--- src/rtl/uart_rx_ctrl.sv ---
// UART receiver: 2-flop rx synchronizer, 16x-oversampled start/data/stop FSM, registered done pulse.
// Optional even-parity stage and parity_err output when UART_RX_PARITY_EN is defined.
module uart_rx_ctrl #(
  parameter int DBIT    = 8,
  parameter int SB_TICK = 16
) (
  input  logic            clk,
  input  logic            rst_n,
  input  logic            s_tick,
  input  logic            rx,
  output logic [DBIT-1:0] dout,
  output logic            rx_done_tick,
  output logic            frame_err,
`ifdef UART_RX_PARITY_EN
  output logic            parity_err,
`endif
  output logic            busy
);

  localparam int SW = (SB_TICK > 16) ? 5 : 4;
  localparam logic [SW-1:0] S_MID  = SW'(7);
  localparam logic [SW-1:0] S_BIT  = SW'(15);
  localparam logic [SW-1:0] S_STOP = SW'(SB_TICK - 1);
  localparam logic [2:0]    N_LAST = 3'(DBIT - 1);

  typedef enum logic [2:0] {
    IDLE,
    START,
    DATA,
`ifdef UART_RX_PARITY_EN
    PARITY,
`endif
    STOP
  } state_t;

  state_t          state, state_nxt;
  logic [SW-1:0]   s, s_nxt;
  logic [2:0]      n, n_nxt;
  logic [DBIT-1:0] b, b_nxt;
  logic [DBIT-1:0] dout_nxt;
  logic            frame_err_nxt;
  logic            done_nxt;
  logic            rx_meta, rx_s;
`ifdef UART_RX_PARITY_EN
  logic            p_bit, p_bit_nxt;
  logic            parity_err_nxt;
`endif

  // Synchronizer resets to the idle-high line level so release never looks like a start bit.
  always_ff @(posedge clk or negedge rst_n) begin
    if (!rst_n) begin
      rx_meta <= 1'b1;
      rx_s    <= 1'b1;
    end else begin
      rx_meta <= rx;
      rx_s    <= rx_meta;
    end
  end

  always_ff @(posedge clk or negedge rst_n) begin
    if (!rst_n) begin
      state        <= IDLE;
      s            <= '0;
      n            <= '0;
      b            <= '0;
      dout         <= '0;
      frame_err    <= 1'b0;
      rx_done_tick <= 1'b0;
`ifdef UART_RX_PARITY_EN
      p_bit        <= 1'b0;
      parity_err   <= 1'b0;
`endif
    end else begin
      state        <= state_nxt;
      s            <= s_nxt;
      n            <= n_nxt;
      b            <= b_nxt;
      dout         <= dout_nxt;
      frame_err    <= frame_err_nxt;
      rx_done_tick <= done_nxt;
`ifdef UART_RX_PARITY_EN
      p_bit        <= p_bit_nxt;
      parity_err   <= parity_err_nxt;
`endif
    end
  end

  always_comb begin
    state_nxt     = state;
    s_nxt         = s;
    n_nxt         = n;
    b_nxt         = b;
    dout_nxt      = dout;
    frame_err_nxt = frame_err;
    done_nxt      = 1'b0;
`ifdef UART_RX_PARITY_EN
    p_bit_nxt      = p_bit;
    parity_err_nxt = parity_err;
`endif
    case (state)
      IDLE: begin
        if (!rx_s) begin
          state_nxt = START;
          s_nxt     = '0;
        end
      end
      START: begin
        if (s_tick) begin
          if (s == S_MID) begin
            // Line back high at mid start bit: treat as a glitch.
            if (!rx_s) begin
              state_nxt = DATA;
              s_nxt     = '0;
              n_nxt     = '0;
            end else begin
              state_nxt = IDLE;
            end
          end else begin
            s_nxt = s + SW'(1);
          end
        end
      end
      DATA: begin
        if (s_tick) begin
          if (s == S_BIT) begin
            b_nxt = {rx_s, b[DBIT-1:1]};
            s_nxt = '0;
            if (n == N_LAST) begin
`ifdef UART_RX_PARITY_EN
              state_nxt = PARITY;
`else
              state_nxt = STOP;
`endif
            end else begin
              n_nxt = n + 3'd1;
            end
          end else begin
            s_nxt = s + SW'(1);
          end
        end
      end
`ifdef UART_RX_PARITY_EN
      PARITY: begin
        if (s_tick) begin
          if (s == S_BIT) begin
            p_bit_nxt = rx_s;
            s_nxt     = '0;
            state_nxt = STOP;
          end else begin
            s_nxt = s + SW'(1);
          end
        end
      end
`endif
      STOP: begin
        if (s_tick) begin
          if (s == S_STOP) begin
            state_nxt     = IDLE;
            dout_nxt      = b;
            frame_err_nxt = ~rx_s;
            done_nxt      = 1'b1;
`ifdef UART_RX_PARITY_EN
            parity_err_nxt = (^b) ^ p_bit;
`endif
          end else begin
            s_nxt = s + SW'(1);
          end
        end
      end
      default: state_nxt = IDLE;
    endcase
  end

  assign busy = (state != IDLE);

endmodule

--- config.mk ---
export PLATFORM = sky130hd
export DESIGN_NAME = uart_rx_ctrl
export DESIGN_NICKNAME = d
export VERILOG_FILES = /design/src/rtl/uart_rx_ctrl.sv
export SDC_FILE = /design/constraint.sdc
export NUM_CORES = 1
export LEC_CHECK = 0
export ABC_AREA = 1
export BUFFER_PORTS_ARGS = -buffer_cell sky130_fd_sc_hd__buf_2
export CORE_AREA = 3 3 61 63
export DETAILED_ROUTE_END_ITERATION = 8
export DIE_AREA = 0 0 64 66
export PLACE_DENSITY = 0.75
export SYNTH_ARGS = -nofsm -noshare
export SYNTH_HDL_FRONTEND = slang
export SYNTH_SLANG_ARGS = --single-unit
--- constraint.sdc ---
create_clock -name clk -period 3.1 [get_ports clk]
set_clock_uncertainty 0.05 [all_clocks]
set_input_delay 0.62 -clock clk [delete_from_list [all_inputs] [get_ports clk]]
set_output_delay 0.62 -clock clk [all_outputs]
set_load 0.03 [all_outputs]
==> results.cfg, run 1 <==
[sta]
tightestPinTransition_ns = 0.614
hold_viol = 0
rsz0062_at_grt = false
slew_headroom = 0.591
fmax_ghz = 0.498
drv_slew = 0
period_share = 0.648
setup_viol = 0
tns_ns = 0
finalCriticalPeriod_ns = 2.01

[detailed_routing]
route.detailed.drc = 0
vias = 1092
first_pass_iters = 4
finalWirelength_um = 2500
drtIter0Drc = 70
detail-route-antenna-nets = 0
avgRoutedWirePerCell_um = 10.6
via_per_inst = 4.63

[final_layout]
layout_common_cells = 49 x nand2_1, 27 x dfrtp_1, 21 x inv_1
drive_gt1_frac = 0.253
diodes = 0
synthToLayoutAreaGrowth_pct = 9.72
fin_area_sq_um = 1680
layout_commonest_cell = nand2_1
fin_nets = 202

[synthesis]
avgSynthCellArea_sq_um = 8.96
synth_seq_cells = 29
synth_area_sq_um = 1530
synth_seq_area_share = 0.475
syn_inst = 171
ys_warn_count = 0
ys_types = 22
syn-num-nets = 184

[worst_setup_path]
critPathArrivalTime_ns = 1.34
worst_r2r_startpoint = state[0]
cp_common_cell = inv_1
crit_fanout = 6
crit_path_start_kind = flip-flop
ff2ff_setup_slack_ns = 1.39
crit_path_top_delay_cell = dfrtp_1
critPathMaxStageDelay_ns = 0.44
rr_worst_depth = 8
crit_chain = inv_1, ha_1, inv_1, buf_2
end_kind = output port
cp.required_ns = 2.43
worst-setup-path-type = reg -> out
r2r-end = n[1]

[floorplan]
row_count = 21
dieHeight_um = 66
fp.coreArea_sq_um = 3280
die_w_um = 64
io_pins = 15
start_util = 0.466
dieArea_sq_um = 4220

[cts]
cts_made_buffers = 5
cts_setup_buffers = 0
postCtsResizedCells = 0
clockRootBuffer = clkbuf_4
holdBufCountCts = 0
cts_max_level = 2
cts_buffer_depth = 2
clock-sinks = 29
worstSkewPairLatency_ns = 0.32
cts_tree = yes
clk_pin_slew_ns = 0.09

[power]
share_seq_of_total_power = 0.439
p_per_area_nw_per_um2 = 604
p_comb_frac = 0.354
p_int_uw = 616
power.share.clock = 0.207
p_switching_uw = 398
vdd_drop_max_mv = 0.355
switching_share = 0.393
power.leakage_nw = 0.893

[global_route]
grt_max_degree = 30
grt_pass1_wl_um = 4480
grt_remaining_overflow = 0
antenna_found_initial = 0
grt_pass1_vias = 1011
grt.total_usage = 0.139

[outcome]
status = completed

[place]
gp_congestion = 0.851
portBuffers = 14
hpwlAfterDp_um = 1810
placedInstanceArea_sq_um = 1630

[flow_run]
max_cap_violations = 0

[min_path]
min_path_type = in -> async
[worst max path at each step]
stage	start	endpoint	depth (start not counted)
CTS	state[0]	busy	4
floorplan	state[0]	busy	3
global placement	state[0]	s[3]	9
detailed placement	state[0]	s[0]	9
global route	state[0]	busy	4
finish	state[0]	busy	4
[cell families (layout without fill, tap and decap cells)]
| kind of cell | count (synthesis) | in the layout | share of synthesized area |
|---|---|---|---|
| fa+ha+maj | 9 | 9 | 0.0735 |
| xor+xnor | 1 | 1 | 0.00572 |
| compound gates | 25 | 25 | 0.121 |
| buf+inv | 26 | 45 | 0.0760 |
| flops | 29 | 29 | 0.475 |
| simple gates | 81 | 81 | 0.248 |
[layout make-up]
cell class	instances	area [sq um]
clock buffer	6	41.3
clock inverter	2	10.0
fill	315	1600
inverter	23	86.3
multi-input combinational	116	687
sequential	29	728
tap	46	57.6
timing repair buffer	14	70.1
[registers in the layout (all words and copies together), names as in the netlist]
| signal | count |
|---|---|
| b | 8 |
| dout | 8 |
| frame_err | 1 |
| n | 3 |
| rx_done_tick | 1 |
| rx_meta | 1 |
| rx_s | 1 |
| s | 4 |
| state | 2 |
[stage by stage]
step,power (mW),setup slack (ns),hold WS [ns],util,std cells
after global routing,1.11,0.969,0.270,0.512,236
final,1.01,1.09,0.245,0.512,236
after floorplan,0.729,1.53,0.274,-,171
after global placement,0.803,1.46,0.296,0.496,228
after detailed placement,0.810,1.41,0.297,0.496,228
after CTS,1.02,1.07,0.267,0.512,236
[layer usage]
layer  vias up  global-route usage  wire length (um)
met4         0              0.0674                77
met5         -                   0                 0
li1        588                   -                 -
met2        20               0.213              1140
met3        10              0.0578               118
met1       474               0.169              1170
[power groups by stage]
stage / logic (mW) / clock network [mW] / registers [mW]
4_1_cts: 0.359 / 0.219 / 0.446
6_report: 0.359 / 0.210 / 0.446
3_5_place_dp: 0.358 / 0 / 0.452
5_1_grt: 0.413 / 0.239 / 0.453
3_3_place_gp: 0.353 / 0 / 0.450
2_1_floorplan: 0.285 / 0 / 0.444
[critical path: cells and delay by family, from the launching register on]
family | cells | cell delay (ns)
flip-flops | 1 | 0.44
adder cells (fa/ha/maj) | 1 | 0.22
buffers and inverters | 3 | 0.36
[cells in the mapped netlist]
cell | number | area (sq um)
nand2_1 | 49 | 184
dfrtp_1 | 27 | 676
inv_1 | 21 | 78.8
o21ai_2 | 16 | 140
nand3_1 | 13 | 65.1
ha_1 | 9 | 113
nor2_1 | 8 | 30.0
o21ai_0 | 7 | 35.0
nand4_1 | 3 | 18.8
a21oi_1 | 2 | 10.0
buf_6 | 2 | 22.5
dfstp_2 | 2 | 52.6
inv_2 | 2 | 7.51
nand3_4 | 2 | 35.0
buf_4 | 1 | 7.51
nand2_2 | 1 | 6.26
nand3_2 | 1 | 10.0
nand3b_1 | 1 | 7.51
nor2_2 | 1 | 6.26
nor2_4 | 1 | 11.3
or2_2 | 1 | 6.26
xor2_1 | 1 | 8.76
(Power assumes the default switching activity.)
==> run 2, diff against run 1 <==
==> constraint.sdc (replaced) <==
create_clock -name clk -period 2.05 [get_ports clk]
set_clock_uncertainty 0.05 [all_clocks]
set_input_delay 0.41 -clock clk [delete_from_list [all_inputs] [get_ports clk]]
set_output_delay 0.41 -clock clk [all_outputs]
set_load 0.03 [all_outputs]
==> run 2 against run 1 <==
Effect of this change: hold slack got worse by 0.21 ns; largest cell class unchanged; register-to-register slack got worse by 1.0 ns; first-iteration DRC count rose by 4.3%; clock power rose by 130%; routed wire length fell by 0.76%; die area did not move; via count rose by 1.0%; global-route usage barely moved; flip-flop and latch count did not move; power rose by 67%; highest routed layer unchanged; combinational power rose by 50%; clock-buffer cell count rose by 1.
==> results.cfg, run 2 (synthesized netlist as in run 1, its figures left out) <==
[outcome]
status = completed

[floorplan]
die_w_um = 64
dieArea_sq_um = 4220
io_pins = 15
start_util = 0.466
dieHeight_um = 66
fp.coreArea_sq_um = 3280
row_count = 21

[sta]
finalCriticalPeriod_ns = 1.82
fmax_ghz = 0.550
tns_ns = 0
hold_viol = 0
drv_slew = 0
setup_viol = 0
holdWs_ns = 0.0328
slew_headroom = 0.597
rsz0062_at_grt = false
tightestPinTransition_ns = 0.604
setup_ws_ns = 0.232
period_share = 0.887

[place]
dp_cells = 228
portBuffers = 14
place_ws_ns = 0.402
gp_congestion = 0.864
placedInstanceArea_sq_um = 1630
hpwlAfterDp_um = 1840

[detailed_routing]
first_pass_iters = 4
vias = 1103
detail-route-antenna-nets = 0
avgRoutedWirePerCell_um = 10.5
dr.max_layer_used = met4
finalWirelength_um = 2480
route.detailed.drc = 0
wl_met1_um = 1200
dr_wl_met2_um = 1110
wl_met3_um = 109
drtIter0Drc = 73
via_per_inst = 4.67

[final_layout]
fin_area_sq_um = 1710
diodes = 0
largest_registers = b (8), dout (8), s (4)
synthToLayoutAreaGrowth_pct = 11.9
drive_gt1_frac = 0.253
layout.cells.non_filler = 236
fin_nets = 202
layout_commonest_cell = nand2_1
layout_common_cells = 49 x nand2_1, 27 x dfrtp_1, 21 x inv_1

[cts]
cts_setup_buffers = 0
cts_max_level = 2
worstSkewPairLatency_ns = 0.33
clockRootBuffer = clkbuf_4
cts_tree = yes
clk_pin_slew_ns = 0.09
holdBufCountCts = 0
cts_made_buffers = 5
postCtsResizedCells = 0
clock-sinks = 29
cts_buffer_depth = 2

[global_route]
grt.total_usage = 0.140
grt_max_degree = 30
grt_remaining_overflow = 0
antenna_found_initial = 0
grt_pass1_vias = 981
grt_pass1_wl_um = 4400

[worst_setup_path]
cp.required_ns = 1.59
crit_fanout = 6
ff2ff_setup_slack_ns = 0.38
crit_path_start_kind = flip-flop
end_kind = output port
worst-setup-path-type = reg -> out
critPathArrivalTime_ns = 1.36

[power]
power.leakage_nw = 0.907
vdd_drop_max_mv = 0.611
p_per_area_nw_per_um2 = 990

[min_path]
min_path_type = in -> async

[flow_run]
max_cap_violations = 0
==> run 2: changes by cell type in the layout (fill, tap and decap cells not counted), sizes merged <==
cell / previous run / this run
clkbuf: 6 / 7
bufinv: 0 / 1
clkinv: 2 / 0
==> run 2: per-layer routing <==
layer / vias to the layer above / track usage
li1: 581 / -
met1: 499 / 0.169
met2: 17 / 0.209
met3: 6 / 0.0612
met4: 0 / 0.0728
met5: - / 0
==> run 2: through the flow <==
step / util / power, mW
final: 0.522 / 1.70
after CTS: 0.522 / 1.71
after floorplan: - / 1.10
after global placement: 0.496 / 1.22
after global routing: 0.522 / 1.83
after detailed placement: 0.496 / 1.22
==> run 2: area by class of cell <==
| type | instances | area (sq um) |
|---|---|---|
| well taps | 46 | 57.6 |
| multi-input cells | 116 | 687 |
| inverters | 23 | 86.3 |
| clock inverters | 1 | 30.0 |
| repair buffers | 14 | 70.1 |
| fillers | 312 | 1570 |
| flip-flops and latches | 29 | 728 |
| clock buffers | 7 | 55.1 |
==> run 2: final timing paths <==
path / end / cells after the start / from
worst max register to register: s[1] / 9 / state[0]
worst min-delay path: s[1] / 1 / rst_n
worst max-delay path: busy / 4 / state[0]
min in group clk: rx_meta / 1 / rx
worst min register to register: rx_s / 0 / rx_meta
max in group asynchronous: dout[6] / 1 / rst_n
==> run 2: critical path, cell delays in order, from the launching register on <==
cell and delay, ns:
dfrtp_1 0.44, inv_1 0.11, ha_1 0.22, inv_1 0.07, buf_2 0.19
==> run 2: power breakdown <==
group | switching [mW] | internal [mW]
sequential | 0.0519 | 0.621
clock | 0.194 | 0.291
combinational | 0.358 | 0.180
